## src/rtl/ysyx_23060236_rd_arbiter.sv

```systemverilog
// Round-robin read arbiter: NUM_M AXI-style read masters share one external AXI read port and the CLINT port.
// Optional CLINT address decode is enabled by defining YSYX_23060236_CLINT_EN; otherwise every request goes external.
module ysyx_23060236_rd_arbiter #(
    parameter int          NUM_M      = 2,
    parameter logic [31:0] CLINT_BASE = 32'h0200_0000,
    parameter logic [31:0] CLINT_MASK = 32'hFFFF_0000
) (
    input  logic                 clock,
    input  logic                 reset,
    // upstream masters
    input  logic [NUM_M-1:0]     m_arvalid,
    output logic [NUM_M-1:0]     m_arready,
    input  logic [32*NUM_M-1:0]  m_araddr,
    input  logic [8*NUM_M-1:0]   m_arlen,
    input  logic [3*NUM_M-1:0]   m_arsize,
    input  logic [2*NUM_M-1:0]   m_arburst,
    output logic [NUM_M-1:0]     m_rvalid,
    input  logic [NUM_M-1:0]     m_rready,
    output logic [31:0]          m_rdata,
    output logic [1:0]           m_rresp,
    output logic                 m_rlast,
    // external AXI read master
    output logic                 ext_arvalid,
    input  logic                 ext_arready,
    output logic [31:0]          ext_araddr,
    output logic [3:0]           ext_arid,
    output logic [7:0]           ext_arlen,
    output logic [2:0]           ext_arsize,
    output logic [1:0]           ext_arburst,
    input  logic                 ext_rvalid,
    output logic                 ext_rready,
    input  logic [31:0]          ext_rdata,
    input  logic [1:0]           ext_rresp,
    input  logic                 ext_rlast,
    // CLINT single-beat read port
    output logic                 clint_arvalid,
    input  logic                 clint_arready,
    output logic [31:0]          clint_araddr,
    input  logic                 clint_rvalid,
    output logic                 clint_rready,
    input  logic [31:0]          clint_rdata,
    input  logic [1:0]           clint_rresp
);

    localparam int              GW      = $clog2(NUM_M);
    localparam int              GW1     = GW + 1;
    localparam logic [GW:0]     NUM_M_W = GW1'(NUM_M);
    localparam logic [GW-1:0]   LAST_M  = GW'(NUM_M - 1);

    localparam logic [1:0] S_IDLE = 2'd0;
    localparam logic [1:0] S_ADDR = 2'd1;
    localparam logic [1:0] S_DATA = 2'd2;

    logic [1:0]    state_r;
    logic [1:0]    state_nx_s;
    logic [GW-1:0] grant_r;
    logic [GW-1:0] last_grant_r;
    logic          target_clint_r;
    logic [31:0]   araddr_r;
    logic [7:0]    arlen_r;
    logic [2:0]    arsize_r;
    logic [1:0]    arburst_r;

    logic [31:0]   araddr_a  [NUM_M];
    logic [7:0]    arlen_a   [NUM_M];
    logic [2:0]    arsize_a  [NUM_M];
    logic [1:0]    arburst_a [NUM_M];

    logic          pick_found_s;
    logic [GW-1:0] pick_idx_s;
    logic [GW:0]   cand_s;
    logic          hit_s;
    logic          clint_hit_s;
    logic          pick_clint_s;

    logic          addr_phase_s;
    logic          data_phase_s;
    logic          tgt_arready_s;
    logic          tgt_rvalid_s;
    logic          ar_fire_s;
    logic          r_last_fire_s;

    genvar gi;
    generate
        for (gi = 0; gi < NUM_M; gi++) begin : g_unpack
            assign araddr_a[gi]  = m_araddr[gi*32 +: 32];
            assign arlen_a[gi]   = m_arlen[gi*8 +: 8];
            assign arsize_a[gi]  = m_arsize[gi*3 +: 3];
            assign arburst_a[gi] = m_arburst[gi*2 +: 2];
        end
    endgenerate

    // Round-robin pick: first requester scanning upward from last_grant+1, wrapping at NUM_M.
    always_comb begin
        pick_found_s = 1'b0;
        pick_idx_s   = '0;
        cand_s       = '0;
        hit_s        = 1'b0;
        for (int off = 1; off <= NUM_M; off++) begin
            cand_s       = {1'b0, last_grant_r} + off[GW:0];
            cand_s       = (cand_s >= NUM_M_W) ? (cand_s - NUM_M_W) : cand_s;
            hit_s        = m_arvalid[cand_s[GW-1:0]] & ~pick_found_s;
            pick_idx_s   = hit_s ? cand_s[GW-1:0] : pick_idx_s;
            pick_found_s = pick_found_s | hit_s;
        end
    end

    assign clint_hit_s = ((araddr_a[pick_idx_s] & CLINT_MASK) == CLINT_BASE);

`ifdef YSYX_23060236_CLINT_EN
    assign pick_clint_s = clint_hit_s;
`else
    logic unused_clint_s;
    assign unused_clint_s = clint_hit_s;
    assign pick_clint_s   = 1'b0;
`endif

    // Phases are forced idle while reset is high so nothing leaks out before the state clears.
    assign addr_phase_s  = (state_r == S_ADDR) & ~reset;
    assign data_phase_s  = (state_r == S_DATA) & ~reset;
    assign tgt_arready_s = target_clint_r ? clint_arready : ext_arready;
    assign tgt_rvalid_s  = target_clint_r ? clint_rvalid : ext_rvalid;
    assign ar_fire_s     = addr_phase_s & tgt_arready_s;
    assign r_last_fire_s = data_phase_s & tgt_rvalid_s & m_rready[grant_r]
                         & (target_clint_r | ext_rlast);

    // Next-state logic for the IDLE -> ADDR -> DATA cycle.
    always_comb begin
        state_nx_s = state_r;
        case (state_r)
            S_IDLE:  state_nx_s = pick_found_s ? S_ADDR : S_IDLE;
            S_ADDR:  state_nx_s = ar_fire_s ? S_DATA : S_ADDR;
            S_DATA:  state_nx_s = r_last_fire_s ? S_IDLE : S_DATA;
            default: state_nx_s = S_IDLE;
        endcase
    end

    // State, grant bookkeeping and latched AR fields.
    always_ff @(posedge clock) begin
        if (reset) begin
            state_r        <= S_IDLE;
            grant_r        <= '0;
            last_grant_r   <= LAST_M;
            target_clint_r <= 1'b0;
            araddr_r       <= 32'h0000_0000;
            arlen_r        <= 8'h00;
            arsize_r       <= 3'b000;
            arburst_r      <= 2'b00;
        end else begin
            state_r <= state_nx_s;
            if ((state_r == S_IDLE) && pick_found_s) begin
                grant_r        <= pick_idx_s;
                target_clint_r <= pick_clint_s;
                araddr_r       <= araddr_a[pick_idx_s];
                arlen_r        <= arlen_a[pick_idx_s];
                arsize_r       <= arsize_a[pick_idx_s];
                arburst_r      <= arburst_a[pick_idx_s];
            end
            if (r_last_fire_s) begin
                last_grant_r <= grant_r;
            end
        end
    end

    assign ext_arvalid = addr_phase_s & ~target_clint_r;
    assign ext_araddr  = araddr_r;
    assign ext_arid    = 4'(grant_r);
    assign ext_arlen   = arlen_r;
    assign ext_arsize  = arsize_r;
    assign ext_arburst = arburst_r;
    assign ext_rready  = data_phase_s & ~target_clint_r & m_rready[grant_r];

`ifdef YSYX_23060236_CLINT_EN
    assign clint_arvalid = addr_phase_s & target_clint_r;
    assign clint_araddr  = araddr_r;
    assign clint_rready  = data_phase_s & target_clint_r & m_rready[grant_r];
`else
    assign clint_arvalid = 1'b0;
    assign clint_araddr  = 32'h0000_0000;
    assign clint_rready  = 1'b0;
`endif

    // Only the granted master sees ready/valid; CLINT beats always look like the last beat.
    always_comb begin
        m_arready          = '0;
        m_rvalid           = '0;
        m_arready[grant_r] = addr_phase_s & tgt_arready_s;
        m_rvalid[grant_r]  = data_phase_s & tgt_rvalid_s;
        m_rdata            = target_clint_r ? clint_rdata : ext_rdata;
        m_rresp            = target_clint_r ? clint_rresp : ext_rresp;
        m_rlast            = target_clint_r ? 1'b1 : ext_rlast;
    end

endmodule

```

## config.mk

```make
export PLATFORM = sky130hd
export DESIGN_NAME = ysyx_23060236_rd_arbiter
export DESIGN_NICKNAME = d
export VERILOG_FILES = /design/src/rtl/ysyx_23060236_rd_arbiter.sv
export SDC_FILE = /design/constraint.sdc
export NUM_CORES = 1
export LEC_CHECK = 0
export CORE_AREA = 2 2 113 115
export DETAILED_ROUTE_END_ITERATION = 8
export DIE_AREA = 0 0 115 117
export PLACE_DENSITY = 0.7
export SETUP_SLACK_MARGIN = 0.5
export SYNTH_ARGS = -nofsm -noshare
export SYNTH_HDL_FRONTEND = slang
export SYNTH_SLANG_ARGS = --single-unit
```

## constraint.sdc

```tcl
create_clock -name clock -period 1.4 [get_ports clock]
set_clock_uncertainty 0.1 [all_clocks]
set_input_delay 0.28 -clock clock [delete_from_list [all_inputs] [get_ports clock]]
set_output_delay 0.28 -clock clock [all_outputs]
set_load 0.1 [all_outputs]
```

==> out/metrics.yaml <==
avgViaCountPerCell: 4.63
max_freq_mhz: 569
rsz0062_at_grt: "true"
gr-total-overflow: 0
clk_path_buf_depth: 2
ir_drop_uv: 709
antenna_cells: 0
synth.top_cells.by_area: "dfxtp_1, buf_4, nand2_1"
synth_area_um2: 3020
dp_hpwl_um: 7080
required_ns: 1.02
drive_gt1_share_pct: 51.5
final_net_count: 708
synth-main-ff-cell: "dfxtp_1"
setup_violations: 52
synth_top_family_by_area: "buffers and inverters"
crit_fanout: 4
slew_violations: 0
die_h_um: 117
maxCapViolations: 0
seq_area_frac_synth_pct: 32.5
grt_use_total_pct: 16.3
async_flop_share_pct: 0
dieArea_um2: 13500
area_growth_pct: 106
synth_cell_types: 29
nFillCells: 1100
detail-route-antenna-nets: 0
holdBufCountCts: 0
power_density_nw_per_um2: 1280
min_path_type: "input port to register"
placementRows: 41
period_needed_ns: 1.76
totalWireLength_um: 11500
root_buffer: "clkbuf_16"
port_buffers: 151
synth_top_cell_by_area: "dfxtp_1"
path_clk_slew_ns: 0.07
synth_edf_count: 0
worst_slack_ns: -0.356
remaining_drc_errors: 0
synth-simple-area-share_pct: 15.8
worstRegToRegCells: 8
cts_max_level: 2
critPathLaunchType: "register"
synth_compound_area_share_pct: 25.6
antenna_found_initial: 0
dp_cells: 622
yosysTopAreaCellShare_pct: 32.5
ys_ff_latch: 49
synthMuxAreaShare_pct: 0.331
cts_num_sinks: 49
synthAdderAreaFrac_pct: 0
hold_violations: 0
first_iter_violations: 214
grt_max_degree: 39
initial_core_util_pct: 24.5
io_pins: 293
cts-buffers-inserted: 5
worst_setup_path_end_kind: "output port"
core_area_um2: 12300
die_x_um: 115
p_leak_uw: 0.00247
min_from: "ext_rlast"
timing.hold.ws_ns: 0.349
violations: "setup timing"
tns_ns: -11.09
num_vias: 3194
tritoncts: "done"
layout.cells.non_filler: 690
critPathKind: "register to output port"
startpoint: "state_r[1]$_SDFF_PP0_"
gp_congestion: 0.733
hold_depth: 4
insertion_delay_ns: 0.29
netlist_instances: 365
first_pass_iters: 5
grt_pass1_vias: 3167
cp.arrival_ns: 1.38
status: "finished, violations left"
synth.avg_cell_area_um2: 8.28
total_power_uw: 7930
synth_warnings: 0
min_period_over_period_pct: 125
r2r_start: "state_r[1]$_SDFF_PP0_"
rrSetupSlack_ns: -0.27
synthXorXnorAreaFrac_pct: 0
grt_first_pass_wirelength_um: 17000
routedWlPerCell_um: 16.7
==> state kept, by name, summed over array words and instances (netlist names) <==
register	flops
ext_arlen	8
grant_r	1
ext_araddr	32
last_grant_r	1
ext_arsize	3
state_r	2
ext_arburst	2
==> critical path, cell delays in order, from the launching register on <==
cell	delay [ns]
dfxtp_4	0.38
nor3b_4	0.21
buf_6	0.14
and3_4	0.19
buf_12	0.17
==> per-stage QoR <==
| stage | instance area, um2 | utilization, % | setup WS (ns) |
|---|---|---|---|
| final | 6220 | 50.5 | -0.356 |
| after global routing | 6220 | 50.5 | -0.394 |
| after global placement | 5090 | 41.4 | -0.577 |
| after floorplan | 3600 | - | -1.03 |
| after detailed placement | 5090 | 41.4 | -0.595 |
| after CTS | 6090 | 49.4 | -0.324 |
==> Yosys cell counts (2+ instances only) <==
master	count
a21oi_1	47
buf_4	81
a311oi_1	32
dfxtp_1	49
buf_2	6
and3_1	2
clkbuf_1	5
inv_1	2
nor2_1	4
a311oi_2	13
o21ai_0	2
nor2b_1	2
nor3b_1	2
buf_6	10
nand2_1	94
==> per-layer routing <==
layer / track usage [%] / wire [um] / vias to the layer above
met5: 0 / 0 / -
met4: 4.42 / 220 / 0
met3: 3.55 / 829 / 20
met2: 31.4 / 6020 / 152
met1: 17.9 / 4440 / 1499
li1: - / - / 1523
==> timing repair <==
| action | in CTS | in global routing |
|---|---|---|
| resized for setup | 76 | 17 |
| pin swaps | 58 | 5 |
| setup buffers | 44 | 7 |
| endpoints found under the setup margin | 102 | 102 |
| gates cloned | 9 | 0 |
==> placed cells by master, fill, tap and decap left out, drive strengths merged <==
| master | count |
|---|---|
| buf | 133 |
| nand2 | 94 |
| clkdlybuf4s50 | 90 |
| dfxtp | 49 |
| a21oi | 47 |
| a311oi | 45 |
| conb | 37 |
| nor2 | 9 |
| clkbuf | 5 |
| dlygate4sd2 | 5 |
| nor3b | 2 |
| and3 | 2 |
| nor2b | 2 |
| or2 | 2 |
| o21ai | 2 |
| inv | 2 |
| mux2i | 1 |
| a21bo | 1 |
| a21boi | 1 |
| nand3 | 1 |
| and3b | 1 |
| o22ai | 1 |
| nand4b | 1 |
| o211ai | 1 |
| o32ai | 1 |
| bufinv | 1 |
| clkinv | 1 |
| clkinvlp | 1 |
| bufbuf | 1 |
| clkdlybuf4s15 | 1 |
==> kinds of logic after synthesis <==
kind of cell	after synthesis
flops	49
compound gates	99
other cells	1
mux	1
buf+inv	104
simple gates	111
==> path summary, 6_finish.rpt <==
path,end
setup reg to reg,ext_araddr[6]$_SDFFE_PP0P_
hold reg to reg,ext_araddr[26]$_SDFFE_PP0P_
setup / recovery,m_rvalid[1]
hold / removal,last_grant_r$_SDFFE_PP1P_
==> report_power, final <==
group | switching, uW | leakage [uW] | internal [uW]
Clock | 542 | 0.0000775 | 838
Combinational | 2770 | 0.00196 | 1900
Sequential | 230 | 0.000436 | 1650
==> layout make-up <==
type / instances / area, um2 / share of cell area, %
Tap cell: 150 / 188 / 3.02
Inverter: 2 / 7.51 / 0.121
Sequential cell: 49 / 1160 / 18.7
Clock inverter: 3 / 41.3 / 0.664
Timing Repair Buffer: 230 / 2950 / 47.5
Clock buffer: 5 / 125 / 2.01
Multi-Input combinational cell: 251 / 1740 / 28.0
Power figures use the tool's default switching activity.
